--- src/rtl/uart_pkg.sv ---
// ============================================================================
//  uart_pkg : shared types and defaults for the UART datapath blocks
//  Rev 1.0  : initial release
// ============================================================================
`default_nettype none

package uart_pkg;

   typedef logic unsigned [7:0] byte_t;

   typedef enum logic [1:0] {
      IDLE = 2'd0,
      SEND = 2'd1,
      WAIT = 2'd2
   } tx_feed_state_t;

   localparam int UART_FIFO_DEPTH_DEFAULT = 16;

endpackage

`default_nettype wire

--- src/rtl/sync_fifo.sv ---
// ============================================================================
//  sync_fifo : single-clock FIFO with registered flags and overflow pulse
//  Rev 1.0   : initial release
// ============================================================================
`default_nettype none

module sync_fifo #(
   parameter int DEPTH = 16,
   parameter int WIDTH = 8,
   parameter int CW    = $clog2(DEPTH) + 1
) (
   input  logic             clk,
   input  logic             reset,
   input  logic             push,
   input  logic [WIDTH-1:0] push_data,
   input  logic             pop,
   output logic [WIDTH-1:0] head,
   output logic             full,
   output logic             empty,
   output logic [CW-1:0]    count,
   output logic             overflow
);

   localparam int AW = $clog2(DEPTH);

   logic [WIDTH-1:0] mem_q [DEPTH];
   logic [AW-1:0]    wr_ptr_q;
   logic [AW-1:0]    rd_ptr_q;
   logic [CW-1:0]    count_q;
   logic [CW-1:0]    count_d;
   logic             full_q;
   logic             empty_q;
   logic             overflow_q;
   logic             do_pop;
   logic             do_push;

   // A pop in the same cycle frees the slot a write into a full FIFO needs.
   assign do_pop  = pop && !empty_q;
   assign do_push = push && (!full_q || do_pop);

   always_comb begin
      count_d = count_q;
      case ({do_push, do_pop})
         2'b10:   count_d = count_q + CW'(1);
         2'b01:   count_d = count_q - CW'(1);
         default: count_d = count_q;
      endcase
   end

   always_ff @(posedge clk) begin
      if (do_push) begin
         mem_q[wr_ptr_q] <= push_data;
      end
   end

   always_ff @(posedge clk or negedge reset) begin
      if (!reset) begin
         wr_ptr_q   <= '0;
         rd_ptr_q   <= '0;
         count_q    <= '0;
         full_q     <= 1'b0;
         empty_q    <= 1'b1;
         overflow_q <= 1'b0;
      end else begin
         if (do_push) begin
            wr_ptr_q <= wr_ptr_q + AW'(1);
         end
         if (do_pop) begin
            rd_ptr_q <= rd_ptr_q + AW'(1);
         end
         count_q    <= count_d;
         full_q     <= (count_d == CW'(DEPTH));
         empty_q    <= (count_d == '0);
         overflow_q <= push && !do_push;
      end
   end

   assign head     = mem_q[rd_ptr_q];
   assign full     = full_q;
   assign empty    = empty_q;
   assign count    = count_q;
   assign overflow = overflow_q;

endmodule

`default_nettype wire

--- src/rtl/uart_tx_feeder.sv ---
// ============================================================================
//  uart_tx_feeder : byte queue that sequences send/to_send into a UART TX
//  Rev 1.0        : initial release
// ============================================================================
`default_nettype none

module uart_tx_feeder
   import uart_pkg::*;
#(
   parameter int DEPTH = UART_FIFO_DEPTH_DEFAULT,
   parameter int CW    = $clog2(DEPTH) + 1
) (
   input  logic          clk,
   input  logic          reset,
   input  logic          wr_en,
   input  logic [7:0]    wr_data,
   output logic          full,
   output logic          empty,
   output logic [CW-1:0] count,
   output logic          overflow,
   output logic          send,
   output logic [7:0]    to_send,
   input  logic          tx_done,
   output logic          busy
);

   tx_feed_state_t state_q;
   byte_t          to_send_q;
   logic           send_q;
   logic           busy_q;
   logic           pop_req;
   byte_t          fifo_head;

   sync_fifo #(
      .DEPTH (DEPTH),
      .WIDTH (8),
      .CW    (CW)
   ) u_fifo (
      .clk       (clk),
      .reset     (reset),
      .push      (wr_en),
      .push_data (wr_data),
      .pop       (pop_req),
      .head      (fifo_head),
      .full      (full),
      .empty     (empty),
      .count     (count),
      .overflow  (overflow)
   );

   // The FIFO pops exactly when the FSM loads a new byte into to_send.
   always_comb begin
      pop_req = 1'b0;
      case (state_q)
         IDLE:    pop_req = !empty;
         WAIT:    pop_req = tx_done && !empty;
         default: pop_req = 1'b0;
      endcase
   end

   always_ff @(posedge clk or negedge reset) begin
      if (!reset) begin
         state_q   <= IDLE;
         to_send_q <= 8'h00;
         send_q    <= 1'b0;
         busy_q    <= 1'b0;
      end else begin
         send_q <= 1'b0;
         case (state_q)
            IDLE: begin
               if (pop_req) begin
                  to_send_q <= fifo_head;
                  send_q    <= 1'b1;
                  busy_q    <= 1'b1;
                  state_q   <= SEND;
               end
            end
            SEND: begin
               state_q <= WAIT;
            end
            WAIT: begin
               if (tx_done) begin
                  if (pop_req) begin
                     to_send_q <= fifo_head;
                     send_q    <= 1'b1;
                     state_q   <= SEND;
                  end else begin
                     busy_q  <= 1'b0;
                     state_q <= IDLE;
                  end
               end
            end
            default: begin
               busy_q  <= 1'b0;
               state_q <= IDLE;
            end
         endcase
      end
   end

   assign send    = send_q;
   assign to_send = to_send_q;
   assign busy    = busy_q;

endmodule

`default_nettype wire
--- config.mk ---
export PLATFORM = sky130hd
export DESIGN_NAME = uart_tx_feeder
export DESIGN_NICKNAME = d
export VERILOG_FILES = /design/src/rtl/uart_pkg.sv /design/src/rtl/sync_fifo.sv /design/src/rtl/uart_tx_feeder.sv
export SDC_FILE = /design/constraint.sdc
export NUM_CORES = 1
export LEC_CHECK = 0
export ABC_AREA = 1
export CORE_MARGIN = 2
export CORE_UTILIZATION = 30
export DETAILED_ROUTE_END_ITERATION = 6
export SETUP_SLACK_MARGIN = 0.15
export SLEW_MARGIN = 20
export SYNTH_ARGS = -nofsm -noshare
export SYNTH_HDL_FRONTEND = slang
export SYNTH_HIERARCHICAL = 1
export SYNTH_SLANG_ARGS = --single-unit
export TNS_END_PERCENT = 1
--- constraint.sdc ---
create_clock -name clk -period 2.6 [get_ports clk]
set_input_delay 0.52 -clock clk [delete_from_list [all_inputs] [get_ports clk]]
set_output_delay 0.52 -clock clk [all_outputs]
set_load 0.01 [all_outputs]
# [Word-level counts from Yosys, hierarchy flattened]
# Memories as Yosys holds them, arrays and structs flattened.
# Index checks and enable logic that the tools add are counted.
[op_classes] n_addsub=4 n_eq_ne=8 n_mux=18 bitwise=1 n_reduce_logical=14
[op_table] op="8-bit two-way mux" n=2
[op_table] op="8-bit one-hot mux with 2 select lines" n=1
[op_table] op="5-bit one-hot mux with 2 select lines" n=1
[op_table] op="4-bit by 1-bit adder with 4-bit output, second input constant" n=2
[op_table] op="1-bit two-way mux" n=8
[op_table] op="2-bit one-hot mux with 3 select lines" n=1
[op_table] op="5-bit by 1-bit adder with 5-bit output, second input constant" n=1
[op_table] op="5-bit equality test, second input constant" n=1
[op_table] op="5-bit zero test" n=1
[op_table] op="5-bit by 1-bit subtractor with 5-bit output, second input constant" n=1
[op_table] op="2-bit by 1-bit equality test with 1-bit output, second input constant" n=2
[op_table] op="2-bit equality test, second input constant" n=2
[op_table] op="1-bit logical AND" n=4
[op_table] op="2-bit two-way mux" n=2
[op_table] op="2-bit inequality test, second input constant" n=2
[op_table] op="1-bit one-hot mux with 2 select lines" n=2
[op_table] op="2-bit AND reduction" n=2
[op_table] op="4-bit AND reduction" n=1
[op_table] op="1-bit zero test" n=3
[op_table] op="1-bit one-hot mux with 3 select lines" n=1
[op_table] op="2-bit zero test" n=1
[op_table] op="2-bit by 1-bit inequality test with 1-bit output, second input constant" n=1
[op_table] op="2-bit nonzero test" n=1
[op_table] op="1-bit logical OR" n=1
[op_table] op="1-bit NOT" n=1
[totals] ff_bits=28 ramBits=128 input_bits=12 wordCells=56 n_memories=1
[memory_table] memory="u_fifo.mem_q" words=16 width=8 rd=1 rd_ports_with_merged_regs=0 wr=1 line_no="sync_fifo.sv:26" text="logic [WIDTH-1:0] mem_q [DEPTH];"

# [Depth between registers and ports, before layout]
# Gate-level depths: netlist (run 1).
[depth] depth_word=9 mapped_depth=21

# [Cells and area by module]
# The synthesis (run 1) kept the hierarchy.
[modules_own_cells] module="sync_fifo" n_inst=1 cells_each=505 area_per_inst_um2=6030.8
[modules_own_cells] module="uart_tx_feeder" n_inst=1 cells_each=57 area_per_inst_um2=489.2

# [Least setup slack after synthesis (run 1)]
# Ideal clock, no wire load.
[synth_path] kind="input-to-reg" from="in tx_done" to="reg u_fifo.empty_q, in the netlist u_fifo/empty" setup_ns=0.067 t_arrival_ns=2.326 t_required_ns=2.533 slack_ns=0.207 cell_stages=17 path_cell_list="inv_1 nand2_2 nand3_2 inv_2 nand2_1 nand2_1 nand2_1 ha_1 nand2_1 inv_1 nor2_1 ha_1 o21ai_0 nand2_1 nor2_1 nand3_1 nor2_1"
[synth_between] elab_chain_len=8
[synth_lines] item="from (decl)" line_no="uart_tx_feeder.sv:23" text="input logic tx_done,"
[synth_lines] item="1-bit logical AND *" line_no="uart_tx_feeder.sv:56" text="WAIT: pop_req = tx_done && !empty;"
[synth_lines] item="1-bit one-hot mux with 2 select lines *" line_no="uart_tx_feeder.sv:54" text="case (state_q)"
[synth_lines] item="net pop_req" line_no="uart_tx_feeder.sv:31" text="logic pop_req;"
[synth_lines] item="1-bit logical AND *" line_no="sync_fifo.sv:38" text="assign do_pop = pop && !empty_q;"
[synth_lines] item="1-bit logical OR" line_no="sync_fifo.sv:39" text="assign do_push = push && (!full_q || do_pop);"
[synth_lines] item="1-bit logical AND" line_no="sync_fifo.sv:39"
[synth_lines] item="2-bit by 1-bit equality test with 1-bit output or 2-bit equality test (tied branches)" line_no="sync_fifo.sv:43" text="case ({do_push, do_pop})"
[synth_lines] item="5-bit one-hot mux with 2 select lines *" line_no="sync_fifo.sv:43"
[synth_lines] item="5-bit zero test *" line_no="sync_fifo.sv:73" text="empty_q <= (count_d == '0);"
[synth_lines] item="to (signal assigned)" line_no="sync_fifo.sv:73"
[synth_lines] item="to (decl)" line_no="sync_fifo.sv:32" text="logic empty_q;"
# Mark *: on every way through the listed nets, which the timed path passes. The rest lies on a longest branch.
# A chain may end at the register's enable or synchronous reset.

# [Worst setup path after layout (run 1)]
[layout_path] from="in tx_done" to="reg u_fifo.full_q, in the netlist u_fifo/full"
[layout_between] elab_chain_len=8
[layout_lines] item="1-bit logical AND *" line_no="uart_tx_feeder.sv:56"
[layout_lines] item="1-bit one-hot mux with 2 select lines *" line_no="uart_tx_feeder.sv:54"
[layout_lines] item="net pop_req" line_no="uart_tx_feeder.sv:31"
[layout_lines] item="1-bit logical AND *" line_no="sync_fifo.sv:38"
[layout_lines] item="1-bit logical OR" line_no="sync_fifo.sv:39"
[layout_lines] item="1-bit logical AND" line_no="sync_fifo.sv:39"
[layout_lines] item="2-bit by 1-bit equality test with 1-bit output or 2-bit equality test (tied branches)" line_no="sync_fifo.sv:43"
[layout_lines] item="5-bit one-hot mux with 2 select lines *" line_no="sync_fifo.sv:43"
[layout_lines] item="net u_fifo.count_d[2]" line_no="sync_fifo.sv:30" text="logic [CW-1:0] count_d;"
[layout_lines] item="5-bit equality test *" line_no="sync_fifo.sv:72" text="full_q <= (count_d == CW'(DEPTH));"
[layout_lines] item="to (signal assigned)" line_no="sync_fifo.sv:72"
[layout_lines] item="to (decl)" line_no="sync_fifo.sv:31" text="logic full_q;"
# Marks and branches as above.

==> qor.txt, run 1 <==
Status: complete, no violations
CTS tree: yes
Port-buffer cells: 29
H-tree depth: 4
Placed Area: 7370 sq um
Grt met1 use: 16.1%
Most used flip-flop cell after synthesis: edfxtp_1
Sequential cell area: 4550 sq um
Clk root buf: clkbuf_16
GR peak layer: met2
Clock buffer depth: 2
Synth cell count leaders: edfxtp_1, nor2_1, nand2_1, o21ai_0, o211ai_1
Initial DRC Count: 257
Post-route cell area: 8030 sq um
Synth-to-layout area growth: 23.2%
Final min period: 2.31 ns
Global routing met2 resource utilization: 22.7%
Crit Path Class: in -> reg
Crit path launch type: input pin
Pin count of the biggest net entering global routing: 69
First-pass GRT wire length: 22.5 mm
Crit-path cells: clkdlybuf4s50_1 -> inv_1 -> nand2_2 -> nand3_2 -> inv_2 -> nand2_2 -> nand2_2 -> nand2_2 -> ha_4 -> nand2_1 -> inv_1 -> nor2_2 -> ha_2 -> inv_1 -> nand2_2 -> nand2_1 -> nand3_1 -> nand2_1 -> nor2_1 -> nand3_1 -> nor2_1
Io pins: 30
Final Skew: 0.00775 ns
Worst path bufs/invs: 5
Syn nets: 583
Grt met3 use: 3.31%
Die H: 151 um
Hold Fails Final Rpt: 0
Layout cell share with drive strength beyond 1: 15.8%
Final setup fails: 0
Post-CTS Hold Buffers: 0
Synth Register Bits: 156
Post-route clock period utilization: 89.0%
CP Max Fanout: 4
DRC: 0
CP Data Required Time: 2.95 ns
Vias: 4,249
Power Dens Cells: 1170 nW/um^2
Chip width: 151 um
Avg Cell Area, Syn: 11.6 sq um
Crit-path max cell delay: 0.45 ns
Initial Utilization: 30.8%
Crit path DAT: 2.67 ns
Routability Congestion: 0.787
Fillers: 2,016
Multi-input logic area: 1750 sq um
Largest area contributor in the netlist: edfxtp_1
Die ar.: 22,900 sq um
Logic pwr share: 37.9%
Row count: 53
Flop2flop setup slack: 0.36 ns
Peak supply drop: 0.524 mV
CP max stage cell: clkdlybuf4s50_1
Sw frac: 35.5%
Core area: 21,200 sq um
HPWL after DPL: 8.96 mm
Routed len/inst: 15.5 um
Synth area leaders: edfxtp_1, dfrtp_1, nor2_1
Top-count cell post-synth: edfxtp_1
Clock network power share: 25.8%
Cell Count, Final, Fillers Out: 922
Delay-heaviest family, CP: simple AND/OR/NAND/NOR gates
Synth warn: 6
Netlist cell types: 27
CTS sink cnt: 156
Vias/cell: 4.61
Synthesized cell area: 6520 sq um
Detail Route Antenna Nets: 0
Total grt overflow: 0
Total track usage: 13.4%
Fmax: 432 MHz
Part of the power in registers: 36.3%
Critical Path Most Common Cell: nand2_2
Max-slew headroom: 53.3%
Hold Path Class: reg -> reg
Number of flops mapped to enable cells by yosys: 128
Synth top area share: 59.0%
Initial antenna violation count: 0
Final net count: 655
Vias in the first global route: 4,175
Async SR Flop Fraction: 17.9%
N_diodes: 0
Wirelength, routed: 14.3 mm
MaxCap Viol Count: 0
Dpl cells: 885
Reg clk slew, reported paths: 0.06 ns
Switching power: 3.33 mW
Final Max Slew Viols: 0
Worst skew pair latency: 0.42 ns
RSZ-0062 raised after global routing: false
Gate Count Post-Synth: 562
Slew @ Worst Pin: 0.698 ns
Sequential fraction of the synthesis area: 69.7%
DRT Pass-1 Iters: 5
Num CTS Buffers: 17
LEAKAGE: 3.01 nW
CP Capture Type: register
Pint: 6.04 mW
worst min-delay path, delay by kind of cell (launching register included):
family / cells / cell delay (ns)
flops: 1 / 0.35
simple gates: 2 / 0.12
state kept, by name (all words and copies together), names as in the netlist, 2 cells and up:
| name | flops |
|---|---|
| state_q | 2 |
| to_send | 8 |
| u_fifo/count | 5 |
| u_fifo/mem_q | 128 |
| u_fifo/rd_ptr_q | 4 |
| u_fifo/wr_ptr_q | 4 |
cell type report:
cell class	count	share of cell area [%]
sequential	156	56.6
multi-input combinational	347	21.7
timing repair buffer	78	8.51
clock buffer	17	5.30
tap	275	4.28
clock inverter	15	1.92
inverter	34	1.62
power groups by stage:
| stage | clock (mW) | combinational (mW) | sequential, mW |
|---|---|---|---|
| after CTS | 2.48 | 3.47 | 3.40 |
| final | 2.42 | 3.55 | 3.40 |
| after floorplan | 0 | 2.15 | 3.41 |
| after global routing | 2.60 | 3.99 | 3.45 |
| after detailed placement | 0 | 3.45 | 3.44 |
| after global placement | 0 | 3.42 | 3.45 |
layer usage:
layer | up-vias | wire length [um]
li1 | 2093 | -
met2 | 72 | 7370
met5 | - | 0
met3 | 17 | 622
met4 | 0 | 312
met1 | 2067 | 6000
through the flow:
stage	util [%]	TNS [ns]	total power, mW	hold WS (ns)	setup WS (ns)
2_1_floorplan	-	0	5.56	0.224	0.207
3_3_place_gp	34.8	-0.575	6.87	0.470	-0.231
3_5_place_dp	34.8	-0.765	6.89	0.475	-0.286
4_1_cts	37.6	0	9.35	0.494	0.203
5_1_grt	38.0	0	10.0	0.520	0.111
6_report	38.0	0	9.37	0.488	0.286
cell usage in the layout (no fill, tap or decap), types with 6 or more instances in the layout:
cell / instances
ha_1: 6
nand2_1: 78
o211ai_1: 32
clkbuf_16: 17
nand3_1: 16
nor2_1: 112
edfxtp_1: 128
inv_1: 30
o21ai_1: 9
o21ai_0: 62
xor2_1: 8
clkdlybuf4s50_1: 29
dfrtp_1: 25
buf_4: 47
cells by family (layout without fill, tap and decap cells):
logic type | after synthesis | in the layout | synth area share [%]
and+or+nand+nor | 219 | 219 | 13.2
DFF | 156 | 156 | 69.7
AOI/OAI and AO/OA | 111 | 111 | 10.0
buffers and inverters | 59 | 144 | 4.22
adders and majority gates | 9 | 9 | 1.73
xor gates and xnor gates | 8 | 8 | 1.07
final timing paths:
check,cells after the start,end,from
max,21,u_fifo/full,tx_done
min,2,to_send[7],to_send[7]
max reg2reg,20,u_fifo/full,u_fifo/empty
min reg2reg,2,to_send[7],to_send[7]
max in group asynchronous,2,to_send[7],reset
min in group asynchronous,1,u_fifo/count[2],reset
repair_timing:
item                       in CTS  in global routing
hold endpoints to repair        0                  0
pin swaps                       0                 10
setup buffers                   0                  5
resized for setup               1                 12
setup endpoints to repair       2                  3
Power figures use the tool's default switching activity.
==> inputs of run 2 (changes only) <==
--- a/config.mk
+++ b/config.mk
@@ -6,6 +6,7 @@
 export NUM_CORES = 1
 export LEC_CHECK = 0
 export ABC_AREA = 1
+export CAP_MARGIN = 5
 export CORE_MARGIN = 2
 export CORE_UTILIZATION = 30
 export DETAILED_ROUTE_END_ITERATION = 6
==> results of run 2 <==
Same layout as run 1: the final DEF is identical, and so are final timing and power.
